[config.mk]
export PLATFORM = sky130hd
export DESIGN_NAME = sign_calc_seq
export DESIGN_NICKNAME = d
export VERILOG_FILES = /design/src/rtl/sign_calc_pkg.sv /design/src/rtl/sign_calc_muldiv.sv /design/src/rtl/sign_calc_seq.sv
export SDC_FILE = /design/constraint.sdc
export NUM_CORES = 1
export LEC_CHECK = 0
export ABC_AREA = 1
export CORE_UTILIZATION = 53
export CTS_CLUSTER_DIAMETER = 60
export DETAILED_ROUTE_END_ITERATION = 10
export PLACE_DENSITY = 0.73
export SETUP_SLACK_MARGIN = 0.05
export SYNTH_ARGS = -nofsm -noshare
export SYNTH_HDL_FRONTEND = slang
export SYNTH_SLANG_ARGS = --single-unit
[constraint.sdc]
create_clock -name clk -period 8.2 [get_ports clk]
set_clock_uncertainty 0.2 [all_clocks]
set_input_delay 0.82 -clock clk [delete_from_list [all_inputs] [get_ports clk]]
set_output_delay 0.82 -clock clk [all_outputs]
set_load 0.1 [all_outputs]
[src/rtl/sign_calc_pkg.sv]
// Shared mode and state encodings for the sequential sign-magnitude calculator.
package sign_calc_pkg;

    localparam logic [1:0] MODE_ADD = 2'b00;
    localparam logic [1:0] MODE_SUB = 2'b01;
    localparam logic [1:0] MODE_MUL = 2'b10;
    localparam logic [1:0] MODE_DIV = 2'b11;

    typedef enum logic [1:0] {
        ST_IDLE = 2'd0,
        ST_LOAD = 2'd1,
        ST_EXEC = 2'd2,
        ST_DONE = 2'd3
    } state_t;

endpackage

[src/rtl/sign_calc_muldiv.sv]
// Unsigned iterative core: shift-add multiply or restoring divide, one bit per cycle.
// The first step is applied on the start edge, so W steps finish W edges after start.
module sign_calc_muldiv #(
    parameter int W = 4
) (
    input  logic           clk,
    input  logic           rst_n,
    input  logic           start,
    input  logic           op_div,
    input  logic [W-1:0]   a,
    input  logic [W-1:0]   b,
    output logic           busy,
    output logic           done,
    output logic [2*W-1:0] product,
    output logic [W-1:0]   quotient,
    output logic [W-1:0]   remainder
);

    localparam int CW = $clog2(W + 1);

    // hi/lo hold {partial product, multiplier} for mul and {remainder, quotient} for div
    logic [W:0]    hi;
    logic [W-1:0]  lo;
    logic [W-1:0]  b_q;
    logic          div_q;
    logic [CW-1:0] cnt;

    logic [W:0]    hi_src;
    logic [W-1:0]  lo_src;
    logic [W-1:0]  b_src;
    logic          div_src;
    logic [W:0]    hi_nxt;
    logic [W-1:0]  lo_nxt;
    logic [W:0]    sum;
    logic [W:0]    shifted;
    logic [W:0]    diff;
    logic          ge;

    always_comb begin
        hi_src  = hi;
        lo_src  = lo;
        b_src   = b_q;
        div_src = div_q;
        if (start) begin
            hi_src  = '0;
            lo_src  = a;
            b_src   = b;
            div_src = op_div;
        end

        sum     = hi_src + (lo_src[0] ? {1'b0, b_src} : '0);
        shifted = {hi_src[W-1:0], lo_src[W-1]};
        diff    = shifted - {1'b0, b_src};
        ge      = (shifted >= {1'b0, b_src});

        if (div_src) begin
            hi_nxt = ge ? diff : shifted;
            lo_nxt = {lo_src[W-2:0], ge};
        end else begin
            hi_nxt = {1'b0, sum[W:1]};
            lo_nxt = {sum[0], lo_src[W-1:1]};
        end
    end

    always_ff @(posedge clk or negedge rst_n) begin
        if (!rst_n) begin
            hi    <= '0;
            lo    <= '0;
            b_q   <= '0;
            div_q <= 1'b0;
            cnt   <= '0;
            done  <= 1'b0;
        end else if (start) begin
            hi    <= hi_nxt;
            lo    <= lo_nxt;
            b_q   <= b;
            div_q <= op_div;
            cnt   <= CW'(W - 1);
            done  <= 1'b0;
        end else if (cnt != '0) begin
            hi   <= hi_nxt;
            lo   <= lo_nxt;
            cnt  <= cnt - 1'b1;
            done <= (cnt == CW'(1));
        end else begin
            done <= 1'b0;
        end
    end

    assign busy      = (cnt != '0);
    assign product   = {hi[W-1:0], lo};
    assign quotient  = lo;
    assign remainder = hi[W-1:0];

endmodule

[src/rtl/sign_calc_seq.sv]
// Handshaked sign-magnitude calculator (add/sub/mul/div) with two's-complement result.
// Define SIGN_CALC_REM_EN to add the signed division remainder port Rem_out.
module sign_calc_seq
    import sign_calc_pkg::*;
#(
    parameter  int W     = 4,
    localparam int OUT_W = 2 * W + 1
) (
    input  logic                    clk,
    input  logic                    Clear_n,
    input  logic                    In_valid,
    output logic                    In_ready,
    input  logic [W-1:0]            A,
    input  logic [W-1:0]            B,
    input  logic [1:0]              S,
    input  logic [1:0]              M,
    output logic                    Out_valid,
    input  logic                    Out_ready,
    output logic signed [OUT_W-1:0] Cal_out,
    output logic                    Div_zero
`ifdef SIGN_CALC_REM_EN
    ,
    output logic signed [W:0]       Rem_out
`endif
);

    function automatic logic signed [OUT_W-1:0] apply_sign(input logic [OUT_W-1:0] mag,
                                                           input logic neg);
        return neg ? -$signed(mag) : $signed(mag);
    endfunction

`ifdef SIGN_CALC_REM_EN
    function automatic logic signed [W:0] apply_sign_rem(input logic [W-1:0] mag,
                                                         input logic neg);
        logic signed [W:0] m;
        m = $signed({1'b0, mag});
        return neg ? -m : m;
    endfunction
`endif

    state_t state, nxt;

    logic [W-1:0]            a_q, b_q;
    logic [1:0]              s_q, m_q;
    logic signed [OUT_W-1:0] op_a, op_b;

    logic                    md_start, md_busy, md_done;
    logic [2*W-1:0]          md_prod;
    logic [W-1:0]            md_quo;
    logic                    exec_fin;
    logic signed [OUT_W-1:0] res_c;
    logic                    dz_c;

`ifdef SIGN_CALC_REM_EN
    logic [W-1:0]            md_rem;
    logic signed [W:0]       rem_c;
`else
    logic [W-1:0]            md_rem_unused;
`endif

    assign md_start = (state == ST_LOAD) && m_q[1];

    sign_calc_muldiv #(.W(W)) u_muldiv (
        .clk       (clk),
        .rst_n     (Clear_n),
        .start     (md_start),
        .op_div    (m_q[0]),
        .a         (a_q),
        .b         (b_q),
        .busy      (md_busy),
        .done      (md_done),
        .product   (md_prod),
        .quotient  (md_quo),
`ifdef SIGN_CALC_REM_EN
        .remainder (md_rem)
`else
        .remainder (md_rem_unused)
`endif
    );

    // add/sub leave EXEC after one cycle; mul/div wait for the core
    assign exec_fin  = (state == ST_EXEC) && (!m_q[1] || md_done);
    assign In_ready  = (state == ST_IDLE) && !md_busy;
    assign Out_valid = (state == ST_DONE);

    always_ff @(posedge clk or negedge Clear_n) begin
        if (!Clear_n) state <= ST_IDLE;
        else          state <= nxt;
    end

    always_comb begin
        nxt = state;
        case (state)
            ST_IDLE: if (In_valid)  nxt = ST_LOAD;
            ST_LOAD:                nxt = ST_EXEC;
            ST_EXEC: if (exec_fin)  nxt = ST_DONE;
            ST_DONE: if (Out_ready) nxt = ST_IDLE;
            default:                nxt = ST_IDLE;
        endcase
    end

    always_comb begin
        res_c = '0;
        dz_c  = 1'b0;
`ifdef SIGN_CALC_REM_EN
        rem_c = '0;
`endif
        case (m_q)
            MODE_ADD: res_c = op_a + op_b;
            MODE_SUB: res_c = op_a - op_b;
            MODE_MUL: res_c = apply_sign({1'b0, md_prod}, s_q[0] ^ s_q[1]);
            default: begin
                if (b_q == '0) begin
                    dz_c = 1'b1;
                end else begin
                    res_c = apply_sign(OUT_W'(md_quo), s_q[0] ^ s_q[1]);
`ifdef SIGN_CALC_REM_EN
                    rem_c = apply_sign_rem(md_rem, s_q[0]);
`endif
                end
            end
        endcase
    end

    always_ff @(posedge clk or negedge Clear_n) begin
        if (!Clear_n) begin
            a_q      <= '0;
            b_q      <= '0;
            s_q      <= '0;
            m_q      <= '0;
            op_a     <= '0;
            op_b     <= '0;
            Cal_out  <= '0;
            Div_zero <= 1'b0;
`ifdef SIGN_CALC_REM_EN
            Rem_out  <= '0;
`endif
        end else begin
            if (state == ST_IDLE && In_valid) begin
                a_q <= A;
                b_q <= B;
                s_q <= S;
                m_q <= M;
            end
            if (state == ST_LOAD) begin
                op_a <= apply_sign(OUT_W'(a_q), s_q[0]);
                op_b <= apply_sign(OUT_W'(b_q), s_q[1]);
            end
            if (exec_fin) begin
                Cal_out  <= res_c;
                Div_zero <= dz_c;
`ifdef SIGN_CALC_REM_EN
                Rem_out  <= rem_c;
`endif
            end
            // Cal_out deliberately keeps its value after the handshake
            if (state == ST_DONE && Out_ready) begin
                Div_zero <= 1'b0;
            end
        end
    end

endmodule

==> results of run 1 <==
synth_stat cells (2+ instances only):
cell	number
fa_1	3
nor4_1	2
xor2_1	9
nand2_1	86
o22ai_1	5
nand4_1	7
o21ai_0	41
ha_1	30
inv_2	4
o21a_1	2
o21ai_1	3
a21oi_1	43
buf_6	2
nand3_1	24
nand3b_1	2
a22oi_1	2
nor3_1	6
o211ai_1	4
nand2_4	2
clkbuf_1	3
mux2_2	2
buf_2	2
inv_1	60
nor3b_1	3
nor2_1	57
xnor2_1	3
or2_2	5
a31oi_1	3
dfrtp_1	56
nand2_2	3
state kept, by name, indices dropped and copies added, names as in the netlist:
name / count
op_a: 7
u_muldiv.done: 1
a_q: 4
state: 2
u_muldiv.div_q: 1
u_muldiv.cnt: 3
Div_zero: 1
m_q: 2
u_muldiv.hi: 5
op_b: 7
s_q: 2
u_muldiv.quotient: 4
u_muldiv.b_q: 4
Cal_out: 9
b_q: 4
how the worst max path moves through the flow:
| stage | from | end | slack [ps] | cells past startpoint |
|---|---|---|---|---|
| finish | u_muldiv.cnt[0]$_DFFE_PN0P_ | In_ready | 4600 | 7 |
| global route | u_muldiv.cnt[0]$_DFFE_PN0P_ | In_ready | 4490 | 7 |
| CTS | u_muldiv.cnt[0]$_DFFE_PN0P_ | In_ready | 4590 | 7 |
| detailed placement | state[1]$_DFFE_PN0P_ | u_muldiv.hi[3]$_DFFE_PN0P_ | 4910 | 16 |
| global placement | u_muldiv.cnt[0]$_DFFE_PN0P_ | In_ready | 4950 | 7 |
| floorplan | u_muldiv.cnt[0]$_DFFE_PN0P_ | In_ready | 5050 | 6 |
cell type report:
type | instances | area (um^2)
fillers | 637 | 2630
multi-input cells | 358 | 2080
flip-flops and latches | 56 | 1400
repair buffers | 28 | 273
inverters | 65 | 246
well taps | 96 | 120
clock buffers | 6 | 72.6
clock inverters | 1 | 5.00
kinds of logic after synthesis:
group / after synthesis / share of synthesized area
AND/OR/NAND/NOR: 201 / 0.238
adder cells (fa/ha/maj): 33 / 0.115
buffers and inverters: 74 / 0.0797
XOR/XNOR: 12 / 0.0278
AO/OA/AOI/OAI: 110 / 0.163
multiplexers: 2 / 0.00595
flip-flops: 56 / 0.370
stage by stage:
step / cell area [um^2] / setup slack (ps) / hold slack, ps / utilization
final: 4200 / 4600 / 292 / 0.614
after global placement: 4120 / 4950 / 279 / 0.603
after floorplan: 3780 / 5050 / 249 / -
after detailed placement: 4120 / 4910 / 282 / 0.603
after global routing: 4200 / 4490 / 309 / 0.614
after CTS: 4200 / 4590 / 298 / 0.614
routing by layer:
layer | share of wire | wire (um)
met1 | 0.46 | 3960
met2 | 0.48 | 4150
met3 | 0.037 | 321
met4 | 0.018 | 155
met5 | 0 | 0
worst register-to-register path, delay by kind of cell (launching register included):
family	cells	cell delay, ps
AOI/OAI and AO/OA	3	570
buffers and inverters	2	260
and+or+nand+nor	9	840
DFF	1	420
adders and majority gates	2	900
==> qor.txt, run 1 <==
Placed Cells incl. Taps = 603
CP bufs+invs = 4
Worst path arrival time = 2580 ps
Worst hold endpoint = u_muldiv.done$_DFF_PN0_
Hold Path Depth = 1
Largest fanout on the critical path = 4
Synth top area share = 0.370
Root buf cell = clkbuf_8
R2R Setup Slk = 4880 ps
Register area share after synthesis = 0.370
Synth Warn # = 0
Yosys reg bits = 56
Clk buf depth = 2
Final Hold Vio Count = 0
Highest-delay cell along the critical path = clkdlybuf4s50_1
First-pass GRT wire length = 14.8 mm
Reg2reg end = u_muldiv.hi[3]$_DFFE_PN0P_
Layout net count = 563
Gr usage total = 0.256
Least-Margin Pin Slew = 966 ps
Most common cell after layout, fill and taps aside = nand2_1
Grt met1 use = 0.338
# IOs = 28
Final Instance Count excl. Fillers = 610
Outcome = finished, final reports clean
Area grow syn2layout = 11.0%
Core area = 6830 um^2
Worst path most repeated cell = inv_1
GRT busiest layer = met2
Max cap viols = 0
Vias in the first global route = 3,151
Synth Instances = 488
Port bufs = 27
CP Launch Type = flop
Fmax = 278 MHz
Fin Setup TNS = 0 ps
Drt first pass iters = 5
Die ar. = 7480 um^2
Skew-Pair Late Insertion Delay = 310 ps
Top delay family on crit path = buffers and inverters
Minimum clock period = 3600 ps
Slew headroom = 0.354
Core Rows = 30
Fraction of layout cells with a size suffix above 1 = 0.0584
Hold Startpoint = u_muldiv.cnt[2]$_DFFE_PN0P_
Cell area after synthesis = 3780 um^2
Routed Antenna Nets = 0
CP max stage delay = 1130 ps
Post-synth top area cell = dfrtp_1
Critical path required time = 7180 ps
RSZ-0062 raised after global routing = no
# resized after CTS = 0
Remaining DRCs = 0
Total gr overflow = 0
Synth unique cells = 44
Most frequent cells in the layout = 86 x nand2_1, 60 x inv_1, 57 x nor2_1
Min-delay worst type = flop to flop
Slew Limit Fails = 0
Initial antenna violation count = 0
Main flop type after synthesis = dfrtp_1
CTS H-tree lvls = 2
Routability congestion estimate = 1.04
Chip Height = 86.5 um
Chip width = 86.5 um
Routed vias = 3,333
FFs w/ async S/R, synth = 1.00
Largest cells by area after synthesis = dfrtp_1 37%, ha_1 9.9%, nand2_1 8.5%
First DRT Iteration DRCs = 199
Initial Util = 0.554
Ant diodes = 0
Largest net degree at the start of global routing = 57
DR WL/cell = 14.1 um
Sink Count = 56
Routed WL = 8.59 mm
R2R depth = 16
Worst-path clk slew = 90 ps
Crit share post-route = 0.439
Num CTS Buffers = 5
Crit Path Class = flop to output pin
Syn_area_per_cell = 7.75 um^2
Final setup viols = 0
Hold_buf cts = 0
Met2 Use GR = 0.439
Placed wire-length estimate = 6.74 mm
Critical R2R Launch = state[1]$_DFFE_PN0P_
Met3 track demand over resource = 0.0333
EDFF count, synth = 0
Worst-path cell chain = inv_1 > ha_1 > inv_1 > nor2_1 > inv_1 > nor2_1 > clkdlybuf4s50_1
Crit end category = output pin
CTS tree = yes
Vias per cell = 5.46
Postcts setup bufs = 0
Mapped Nets = 537
Power of run 1 is not shown: default switching activity piles up to over one toggle a cycle in this logic, so the estimate is an artifact.
==> inputs of run 2 (changes only) <==
- PLACE_DENSITY: 0.73 -> 0.76
- clock period: 8.2 -> 3 ns (I/O delays scaled with it)
==> run 2 against run 1 <==
Effect of this change: register-to-register slack got worse by 4700 ps; non-clock buffer count rose by 10; die area did not move; via count fell by 0.63%; worst setup slack got worse by 4400 ps; critical path depth rose by 9; worst hold slack improved by 5.0 ps.
==> qor.txt, run 2 (same netlist as run 1, synthesis figures left out) <==
Outcome = finished, final reports clean
Worst-path clk slew = 100 ps
Chip width = 86.5 um
Num CTS Buffers = 5
Port bufs = 27
Gr usage total = 0.248
Ant diodes = 0
Most common cell after layout, fill and taps aside = nand2_1
Layout fillers = 608
First DRT Iteration DRCs = 291
Clk buf depth = 2
Core Rows = 30
CTS H-tree lvls = 2
Slew Limit Fails = 0
Critical path required time = 3000 ps
Chip Height = 86.5 um
Top reg by flops = Cal_out
Die ar. = 7480 um^2
Worst path arrival time = 2810 ps
Vias per cell = 5.33
Max cap viols = 0
Crit end category = flop
Most frequent cells in the layout = 85 x nand2_1, 59 x inv_1, 57 x nor2_1
DR WL/cell = 14.1 um
Remaining DRCs = 0
Max reg flops = 9
Routed vias = 3,312
First-pass GRT wire length = 14.4 mm
Skew-Pair Late Insertion Delay = 310 ps
Final Hold Vio Count = 0
CTS tree = yes
Area grow syn2layout = 13.8%
Routability congestion estimate = 0.965
Largest fanout on the critical path = 10
Routed WL = 8.73 mm
Least-Margin Pin Slew = 1010 ps
Core area = 6830 um^2
Placed wire-length estimate = 6.83 mm
Routed Antenna Nets = 0
Sink Count = 56
Crit share post-route = 0.936
Final WS setup = 192 ps
Regs by FF count = Cal_out x9, op_a x7, op_b x7
CP Launch Type = flop
Vias in the first global route = 3,102
Initial Util = 0.554
Initial antenna violation count = 0
Fmax = 356 MHz
RSZ-0062 raised after global routing = yes
Layout net count = 573
Largest net degree at the start of global routing = 46
Min-delay worst type = flop to flop
Total gr overflow = 0
Post-Place Setup Slack = 54.0 ps
Root buf cell = clkbuf_8
Fraction of layout cells with a size suffix above 1 = 0.110
# IOs = 28
Minimum clock period = 2810 ps
Final setup viols = 0
Crit Path Class = flop to flop
Slew headroom = 0.324
Drt first pass iters = 5
-- run 2: per-stage QoR --
stage / utilization / hold slack, ps / std cells / setup TNS [ps] / instance area [um^2]
floorplan: - / -196 / 488 / 0 / 3780
global placement: 0.605 / 279 / 609 / 0 / 4140
detailed placement: 0.605 / 273 / 609 / 0 / 4140
CTS: 0.625 / 300 / 618 / 0 / 4270
global route: 0.630 / 314 / 621 / -10.6 / 4310
finish: 0.630 / 297 / 621 / 0 / 4310
-- run 2: area by class of cell --
class                           count  area [um^2]  share of cell area
Tap cell                           96          120              0.0279
Inverter                           65          246              0.0573
Multi-Input combinational cell    358         2090               0.486
Sequential cell                    56         1400               0.325
Clock buffer                        7         96.3              0.0224
Clock inverter                      1         30.0             0.00697
Timing Repair Buffer               38          320              0.0744
-- run 2: per-layer routing --
metal	GRT usage	part of all wire
met1	0.319	0.46
met2	0.431	0.49
met3	0.0333	0.028
met4	0.0818	0.023
met5	0	0
-- run 2: critical path, stage by stage (launching register included) --
cell and delay (ps):
dfrtp_1 410, inv_1 110, ha_2 220, nand2_4 100, buf_4 170, o21a_1 190
inv_2 80, nor2_1 50, ha_1 230, fa_2 360, nand3_1 70, nand2_1 90
xnor2_1 140, nand2_1 60, nand2_1 50, nand2_1 60, o211ai_2 90
-- run 2: timing repair --
item                                   4_1_cts  5_1_grt
endpoints found under the hold margin        2        0
setup buffers                                0        3
pin swaps                                    0        2
hold buffers                                 1        0
gates resized for setup                      1        5
setup endpoints to repair                    1        6
cloned                                       0        0
-- run 2: path summary, 6_finish.rpt --
| kind | endpoint | cells after the start | slack [ps] | start |
|---|---|---|---|---|
| min reg2reg | u_muldiv.done$_DFF_PN0_ | 1 | 300 | u_muldiv.cnt[2]$_DFFE_PN0P_ |
| max in group asynchronous | state[0]$_DFFE_PN0P_ | 3 | 1380 | Clear_n |
| max | u_muldiv.hi[3]$_DFFE_PN0P_ | 16 | 190 | state[1]$_DFFE_PN0P_ |
| min in group asynchronous | s_q[1]$_DFFE_PN0P_ | 2 | 490 | Clear_n |
| min | u_muldiv.done$_DFF_PN0_ | 1 | 300 | u_muldiv.cnt[2]$_DFFE_PN0P_ |
| max reg2reg | u_muldiv.hi[3]$_DFFE_PN0P_ | 16 | 190 | state[1]$_DFFE_PN0P_ |
Power of run 2 is left out for the same reason.
